<file path="config.mk">
export PLATFORM = sky130hd
export DESIGN_NAME = ttt_game_ctrl_flat
export DESIGN_NICKNAME = d
export VERILOG_FILES = /design/src/rtl/ttt_game_ctrl_if.sv /design/src/rtl/ttt_game_ctrl.sv /design/src/flat_wrapper.sv
export SDC_FILE = /design/constraint.sdc
export NUM_CORES = 1
export LEC_CHECK = 0
export BUFFER_PORTS_ARGS = -buffer_cell sky130_fd_sc_hd__buf_2
export CORE_MARGIN = 2
export CORE_UTILIZATION = 55
export DETAILED_ROUTE_END_ITERATION = 8
export HOLD_SLACK_MARGIN = 0.05
export PLACE_DENSITY = 0.76
export SLEW_MARGIN = 10
export SYNTH_ARGS = -nofsm -noshare
export SYNTH_HDL_FRONTEND = slang
export SYNTH_SLANG_ARGS = --single-unit
</file>
<file path="constraint.sdc">
create_clock -name clk -period 3.7 [get_ports clk]
set_clock_uncertainty 0.2 [all_clocks]
set_input_delay 0.185 -clock clk [delete_from_list [all_inputs] [get_ports clk]]
set_output_delay 0.185 -clock clk [all_outputs]
set_load 0.02 [all_outputs]
</file>
<file path="src/rtl/ttt_game_ctrl_if.sv">
// Host/player-side bundle for ttt_game_ctrl: game control, two move handshakes and board/result status.
// The timeout status bit exists only when TTT_TURN_TIMEOUT_EN is defined.
interface ttt_game_ctrl_if;
    logic        start;
    logic        new_game;
    logic        p1_valid;
    logic [3:0]  p1_pos;
    logic        p1_ready;
    logic        p2_valid;
    logic [3:0]  p2_pos;
    logic        p2_ready;
    logic [17:0] board;
    logic [1:0]  turn;
    logic        illegal;
    logic [3:0]  move_count;
    logic        game_over;
    logic [1:0]  winner;
    logic        draw;
`ifdef TTT_TURN_TIMEOUT_EN
    logic        timeout;
`endif

    modport master (
`ifdef TTT_TURN_TIMEOUT_EN
        input  timeout,
`endif
        output start, new_game, p1_valid, p1_pos, p2_valid, p2_pos,
        input  p1_ready, p2_ready, board, turn, illegal, move_count,
               game_over, winner, draw
    );

    modport slave (
`ifdef TTT_TURN_TIMEOUT_EN
        output timeout,
`endif
        input  start, new_game, p1_valid, p1_pos, p2_valid, p2_pos,
        output p1_ready, p2_ready, board, turn, illegal, move_count,
               game_over, winner, draw
    );
endinterface

</file>
<file path="src/rtl/ttt_game_ctrl.sv">
// Two-player tic-tac-toe sequencer: owns the board, grants moves by turn, detects win/draw.
// Optional per-turn forfeit timer enabled by defining TTT_TURN_TIMEOUT_EN.
module ttt_game_ctrl #(
    parameter int FIRST_PLAYER = 1,
    parameter int TURN_TIMEOUT = 1000
) (
    input logic             clk,
    input logic             rst_n,
    ttt_game_ctrl_if.slave  bus
);

    typedef enum logic [2:0] {
        S_IDLE,
        S_P1_TURN,
        S_P2_TURN,
        S_CHECK,
        S_DONE
    } state_t;

    localparam state_t FIRST_TURN = (FIRST_PLAYER == 2) ? S_P2_TURN : S_P1_TURN;

    state_t      r_state;
    logic [17:0] r_board;
    logic [3:0]  r_move_count;
    logic [1:0]  r_mover;
    logic        r_illegal;
    logic [1:0]  r_winner;
    logic        r_draw;

    logic        w_in_turn;
    logic [1:0]  w_code;
    logic        w_valid;
    logic [3:0]  w_pos;
    logic        w_legal;
    logic        w_win;
    logic [1:0]  w_turn;

`ifdef TTT_TURN_TIMEOUT_EN
    localparam int TW = (TURN_TIMEOUT > 1) ? $clog2(TURN_TIMEOUT) : 1;
    localparam logic [TW-1:0] TMO_LAST = TW'(TURN_TIMEOUT - 1);
    logic [TW-1:0] r_tmo_cnt;
    logic          r_timeout;
    assign bus.timeout = r_timeout;
`else
    logic w_unused_tmo;
    assign w_unused_tmo = (TURN_TIMEOUT != 0);
`endif

    // Out-of-range positions read as occupied so they fall out as illegal.
    function automatic logic [1:0] cell_at(input logic [17:0] b, input logic [3:0] p);
        logic [1:0] c;
        c = 2'b11;
        for (int i = 0; i < 9; i++) begin
            if (p == 4'(i)) c = b[2*i +: 2];
        end
        return c;
    endfunction

    function automatic logic [17:0] put_cell(input logic [17:0] b, input logic [3:0] p,
                                             input logic [1:0] code);
        logic [17:0] nb;
        nb = b;
        for (int i = 0; i < 9; i++) begin
            if (p == 4'(i)) nb[2*i +: 2] = code;
        end
        return nb;
    endfunction

    function automatic logic line_win(input logic [1:0] a, input logic [1:0] b,
                                      input logic [1:0] c);
        return (a != 2'b00) && (a == b) && (b == c);
    endfunction

    function automatic logic any_win(input logic [17:0] b);
        return line_win(b[1:0],   b[3:2],   b[5:4])   ||
               line_win(b[7:6],   b[9:8],   b[11:10]) ||
               line_win(b[13:12], b[15:14], b[17:16]) ||
               line_win(b[1:0],   b[7:6],   b[13:12]) ||
               line_win(b[3:2],   b[9:8],   b[15:14]) ||
               line_win(b[5:4],   b[11:10], b[17:16]) ||
               line_win(b[1:0],   b[9:8],   b[17:16]) ||
               line_win(b[5:4],   b[9:8],   b[13:12]);
    endfunction

    assign w_in_turn = (r_state == S_P1_TURN) || (r_state == S_P2_TURN);
    assign w_code    = (r_state == S_P2_TURN) ? 2'b10 : 2'b01;
    assign w_pos     = (r_state == S_P2_TURN) ? bus.p2_pos : bus.p1_pos;
    assign w_valid   = ((r_state == S_P1_TURN) && bus.p1_valid) ||
                       ((r_state == S_P2_TURN) && bus.p2_valid);
    assign w_legal   = (w_pos <= 4'd8) && (cell_at(r_board, w_pos) == 2'b00);
    assign w_win     = any_win(r_board);

    always_comb begin
        w_turn = 2'b00;
        case (r_state)
            S_P1_TURN: w_turn = 2'b01;
            S_P2_TURN: w_turn = 2'b10;
            S_CHECK:   w_turn = r_mover;
            default:   w_turn = 2'b00;
        endcase
    end

    always_ff @(posedge clk or negedge rst_n) begin
        if (!rst_n) begin
            r_state      <= S_IDLE;
            r_board      <= '0;
            r_move_count <= '0;
            r_mover      <= '0;
            r_illegal    <= 1'b0;
            r_winner     <= '0;
            r_draw       <= 1'b0;
`ifdef TTT_TURN_TIMEOUT_EN
            r_tmo_cnt    <= '0;
            r_timeout    <= 1'b0;
`endif
        end else if (bus.new_game) begin
            r_state      <= S_IDLE;
            r_board      <= '0;
            r_move_count <= '0;
            r_mover      <= '0;
            r_illegal    <= 1'b0;
            r_winner     <= '0;
            r_draw       <= 1'b0;
`ifdef TTT_TURN_TIMEOUT_EN
            r_tmo_cnt    <= '0;
            r_timeout    <= 1'b0;
`endif
        end else begin
            r_illegal <= 1'b0;
            case (r_state)
                S_IDLE: begin
                    if (bus.start) begin
                        r_state <= FIRST_TURN;
`ifdef TTT_TURN_TIMEOUT_EN
                        r_tmo_cnt <= '0;
`endif
                    end
                end
                S_P1_TURN, S_P2_TURN: begin
                    if (w_valid && w_legal) begin
                        r_board <= put_cell(r_board, w_pos, w_code);
                        if (r_move_count != 4'd9) r_move_count <= r_move_count + 4'd1;
                        r_mover <= w_code;
                        r_state <= S_CHECK;
                    end else if (w_valid) begin
                        r_illegal <= 1'b1;
`ifdef TTT_TURN_TIMEOUT_EN
                        r_tmo_cnt <= '0;
                    end else if (r_tmo_cnt == TMO_LAST) begin
                        r_winner  <= w_code ^ 2'b11;
                        r_timeout <= 1'b1;
                        r_state   <= S_DONE;
                    end else begin
                        r_tmo_cnt <= r_tmo_cnt + 1'b1;
`endif
                    end
                end
                // Only the mover can have completed a line, so any line belongs to r_mover.
                S_CHECK: begin
                    if (w_win) begin
                        r_winner <= r_mover;
                        r_state  <= S_DONE;
                    end else if (r_move_count == 4'd9) begin
                        r_draw  <= 1'b1;
                        r_state <= S_DONE;
                    end else begin
                        r_state <= (r_mover == 2'b01) ? S_P2_TURN : S_P1_TURN;
`ifdef TTT_TURN_TIMEOUT_EN
                        r_tmo_cnt <= '0;
`endif
                    end
                end
                S_DONE: r_state <= S_DONE;
                default: r_state <= S_IDLE;
            endcase
        end
    end

    assign bus.p1_ready   = (r_state == S_P1_TURN);
    assign bus.p2_ready   = (r_state == S_P2_TURN);
    assign bus.turn       = w_turn;
    assign bus.board      = r_board;
    assign bus.illegal    = r_illegal;
    assign bus.move_count = r_move_count;
    assign bus.game_over  = (r_state == S_DONE);
    assign bus.winner     = r_winner;
    assign bus.draw       = r_draw;

endmodule

</file>
<file path="src/flat_wrapper.sv">
// flat-port wrapper written by rule: the top's interface ports become plain ports
module ttt_game_ctrl_flat 
#(
    parameter int FIRST_PLAYER = 1,
    parameter int TURN_TIMEOUT = 1000
)
  (clk, rst_n, bus_start, bus_new_game, bus_p1_valid, bus_p1_pos, bus_p2_valid, bus_p2_pos, bus_p1_ready, bus_p2_ready, bus_board, bus_turn, bus_illegal, bus_move_count, bus_game_over, bus_winner, bus_draw);
  ttt_game_ctrl_if bus_i ();
  input logic clk;
  input logic rst_n;
  input wire logic [$bits(bus_i.start)-1:0] bus_start;
  input wire logic [$bits(bus_i.new_game)-1:0] bus_new_game;
  input wire logic [$bits(bus_i.p1_valid)-1:0] bus_p1_valid;
  input wire logic [$bits(bus_i.p1_pos)-1:0] bus_p1_pos;
  input wire logic [$bits(bus_i.p2_valid)-1:0] bus_p2_valid;
  input wire logic [$bits(bus_i.p2_pos)-1:0] bus_p2_pos;
  output wire logic [$bits(bus_i.p1_ready)-1:0] bus_p1_ready;
  output wire logic [$bits(bus_i.p2_ready)-1:0] bus_p2_ready;
  output wire logic [$bits(bus_i.board)-1:0] bus_board;
  output wire logic [$bits(bus_i.turn)-1:0] bus_turn;
  output wire logic [$bits(bus_i.illegal)-1:0] bus_illegal;
  output wire logic [$bits(bus_i.move_count)-1:0] bus_move_count;
  output wire logic [$bits(bus_i.game_over)-1:0] bus_game_over;
  output wire logic [$bits(bus_i.winner)-1:0] bus_winner;
  output wire logic [$bits(bus_i.draw)-1:0] bus_draw;
  assign bus_i.start = bus_start;
  assign bus_i.new_game = bus_new_game;
  assign bus_i.p1_valid = bus_p1_valid;
  assign bus_i.p1_pos = bus_p1_pos;
  assign bus_i.p2_valid = bus_p2_valid;
  assign bus_i.p2_pos = bus_p2_pos;
  assign bus_p1_ready = bus_i.p1_ready;
  assign bus_p2_ready = bus_i.p2_ready;
  assign bus_board = bus_i.board;
  assign bus_turn = bus_i.turn;
  assign bus_illegal = bus_i.illegal;
  assign bus_move_count = bus_i.move_count;
  assign bus_game_over = bus_i.game_over;
  assign bus_winner = bus_i.winner;
  assign bus_draw = bus_i.draw;
  ttt_game_ctrl #(.FIRST_PLAYER(FIRST_PLAYER), .TURN_TIMEOUT(TURN_TIMEOUT)) u_core (.clk(clk), .rst_n(rst_n), .bus(bus_i));
endmodule
</file>
==> flow_metrics.py <==
metrics = {
    "status": {
        "outcome": "completed",
    },
    "cts": {
        "cts_buffers": 5,
        "htree_num_levels": 2,
        "clock_sinks": 31,
        "cts-root-buf": "clkbuf_8",
        "postCtsSetupBuffers": 0,
        "clockBufferDepth": 2,
        "clk_latency_ns": 0.28,
        "cts_tree": "built",
        "path_clk_slew_ns": 0.06,
    },
    "yosys": {
        "synthCells": 267,
        "yosysTopAreaCell": "dfrtp_1",
        "yosysTopAreaCellShare_pct": 34.9,
        "syn-num-nets": 283,
        "syn_avg_cell_area_um2": 8.33,
        "netlist_area_um2": 2220,
        "ys_warn_count": 0,
        "synth-async-reset-ratio_pct": 100,
        "ys_ff_latch": 31,
        "yosysMostFrequentCell": "dfrtp_1",
        "ys.flop_type": "dfrtp_1",
        "synth_area_leaders": "dfrtp_1 (35%), nor2_1 (3.7%), nand3_1 (3.6%), a21oi_1 (3.4%), nor3_1 (3.1%)",
        "synth_common_cells": "dfrtp_1 (31), nor2_1 (22), nand3_1 (16)",
        "synth_edf_count": 0,
        "yosysSeqAreaShare_pct": 34.9,
        "ys_types": 59,
    },
    "job": {
        "drv_cap": 0,
    },
    "drt": {
        "wl_per_cell_um": 16.9,
        "ant_nets": 0,
        "drt_first_pass_iters": 4,
        "via_count": 2282,
        "drc": 0,
        "first_iter_violations": 228,
        "wl_mm": 6.05,
        "vias_per_cell": 6.37,
    },
    "timing": {
        "hold_violations": 0,
        "fin_crit_sh_pct": 91.0,
        "slew_headroom_pct": 36.6,
        "tightest_slew_ns": 0.937,
        "setup_violations": 0,
        "timing.fmax_mhz": 297,
        "whs_ns": 0.209,
        "grt_setup_unrepaired": "false",
        "fin_tns_setup_ns": 0,
        "finalCriticalPeriod_ns": 3.37,
        "final-max-slew-violation-count": 0,
    },
    "floorplanning": {
        "die_w_um": 67.6,
        "row_count": 23,
        "dieArea_um2": 4570,
        "io_pins": 45,
        "core_um2": 3940,
        "start_util_pct": 56.4,
        "die_h_um": 67.6,
    },
    "power": {
        "p_leak_nw": 1.17,
        "total_power_mw": 0.735,
        "powerDensity_nw_per_um2": 288,
        "peakVddDrop_mv": 0.193,
    },
    "grt": {
        "overflow": 0,
        "grt_max_degree": 37,
        "grt_first_pass_wirelength_mm": 9.52,
        "grtUsageTotal_pct": 27.8,
        "antenna_found_initial": 0,
        "grt_pass1_vias": 1940,
    },
    "setup_path": {
        "critPathMaxFanout": 16,
        "setup.worst_path.class": "flip-flop to flip-flop",
        "cp.arrival_ns": 3.30,
        "critPathLaunchType": "flip-flop",
        "setup.worst_path.start": "u_core.r_state[1]$_DFFE_PN0P_",
        "r2r_slack_ns": 0.33,
        "r2r_start": "u_core.r_state[1]$_DFFE_PN0P_",
        "endpoint_kind": "flip-flop",
        "worstPathRequired_ns": 3.63,
    },
    "layout": {
        "fin_nets": 323,
        "syn_to_final_growth_pct": 15.0,
        "final_layout_size_suffix_gt1_share_pct": 23.7,
        "diodes": 0,
    },
    "placement": {
        "place.gp.congestion": 0.885,
        "dp_hpwl_mm": 4.29,
        "portBuffers": 44,
    },
    "hold_path": {
        "hold_path_class": "primary input to flip-flop",
        "hold_path_startpoint": "bus_p2_pos[0]",
    },
}
==> worst max-delay path, cell delays in order (launching register included) <==
cell	delay, ns
dfrtp_1	0.50
or3b_1	0.64
nor3_1	0.53
a211oi_1	0.11
a311o_1	0.43
a211oi_4	0.26
buf_4	0.25
and3_1	0.22
a211oi_1	0.08
==> state kept, by name, summed over array words and instances, names as in the netlist <==
signal,flops
u_core.bus.board,18
u_core.bus.move_count,4
u_core.r_state,3
u_core.bus.winner,2
u_core.r_mover,2
u_core.bus.draw,1
u_core.bus.illegal,1
==> path summary, 6_finish.rpt <==
check	to	depth (start not counted)
worst max-delay path	u_core.bus.board[6]$_DFFE_PN0P_	8
worst min-delay path	u_core.bus.board[2]$_DFFE_PN0P_	3
worst max register to register	u_core.bus.board[6]$_DFFE_PN0P_	8
worst min register to register	u_core.bus.draw$_DFFE_PN0P_	2
max in group asynchronous	u_core.bus.board[17]$_DFFE_PN0P_	2
min in group asynchronous	u_core.bus.winner[1]$_DFFE_PN0P_	2
==> timing repair <==
| item | CTS | global route |
|---|---|---|
| setup endpoints to repair | 0 | 0 |
| gates resized for setup | 0 | 0 |
| endpoints found under the hold margin | 32 | 0 |
| hold buffers | 2 | 0 |
==> routing by layer <==
layer / vias up / GRT usage [%] / part of all wire (%)
met5: - / 0 / 0
met4: 0 / 7.14 / 0.89
met3: 7 / 4.50 / 4.9
met2: 75 / 44.6 / 48
met1: 1107 / 38.8 / 46
li1: 1093 / - / -
==> cell usage in the layout, fill, tap and decap left out, types with 3 or more instances in the layout <==
master / Yosys / routed
buf_2: 2 / 44
dfrtp_1: 31 / 31
nor2_1: 22 / 22
nand3_1: 16 / 16
inv_1: 15 / 15
a21oi_1: 15 / 15
nand2_1: 15 / 15
nor3_1: 14 / 14
o22ai_1: 11 / 11
o21ai_0: 10 / 10
and3_1: 10 / 10
a211oi_1: 9 / 9
nand2b_1: 7 / 7
a31oi_1: 7 / 7
nor3b_1: 5 / 5
or3_1: 5 / 5
clkbuf_8: 0 / 5
buf_4: 1 / 5
nor4b_1: 3 / 3
a311oi_1: 3 / 3
==> cells by family (layout without fill, tap and decap cells) <==
logic type	count (synthesis)	after routing	share of synthesized area, %
AOI/OAI and AO/OA	83	83	27.7
and+or+nand+nor	113	113	27.8
xor gates and xnor gates	1	1	0.394
adders and majority gates	2	2	1.12
muxes	3	3	1.46
buffers and inverters	34	75	6.69
DFF	31	31	34.9
==> metrics by stage <==
| step | area, um^2 | cells | setup WS, ns | utilization (%) |
|---|---|---|---|---|
| global route | 2560 | 358 | 0.154 | 64.9 |
| CTS | 2560 | 358 | 0.416 | 64.9 |
| detailed placement | 2460 | 348 | 0.452 | 62.3 |
| global placement | 2460 | 348 | 0.512 | 62.3 |
| floorplan | 2220 | 267 | 0.712 | - |
| finish | 2560 | 358 | 0.333 | 64.9 |
==> report_power, final <==
part           internal, mW  leakage [nW]  switching (mW)  total [mW]
combinational        0.0444         0.693          0.0776       0.122
sequential            0.345         0.430          0.0113       0.356
clock                 0.132        0.0422           0.126       0.258
total                 0.521          1.17           0.215       0.735
==> cell type report <==
class	instances	area, um^2
inverters	16	60.1
clock buffers	7	76.3
clock inverters	1	5.00
fillers	352	1390
well taps	50	62.6
repair buffers	51	278
multi-input cells	202	1300
flip-flops and latches	31	776
(Power assumes the default switching activity.)
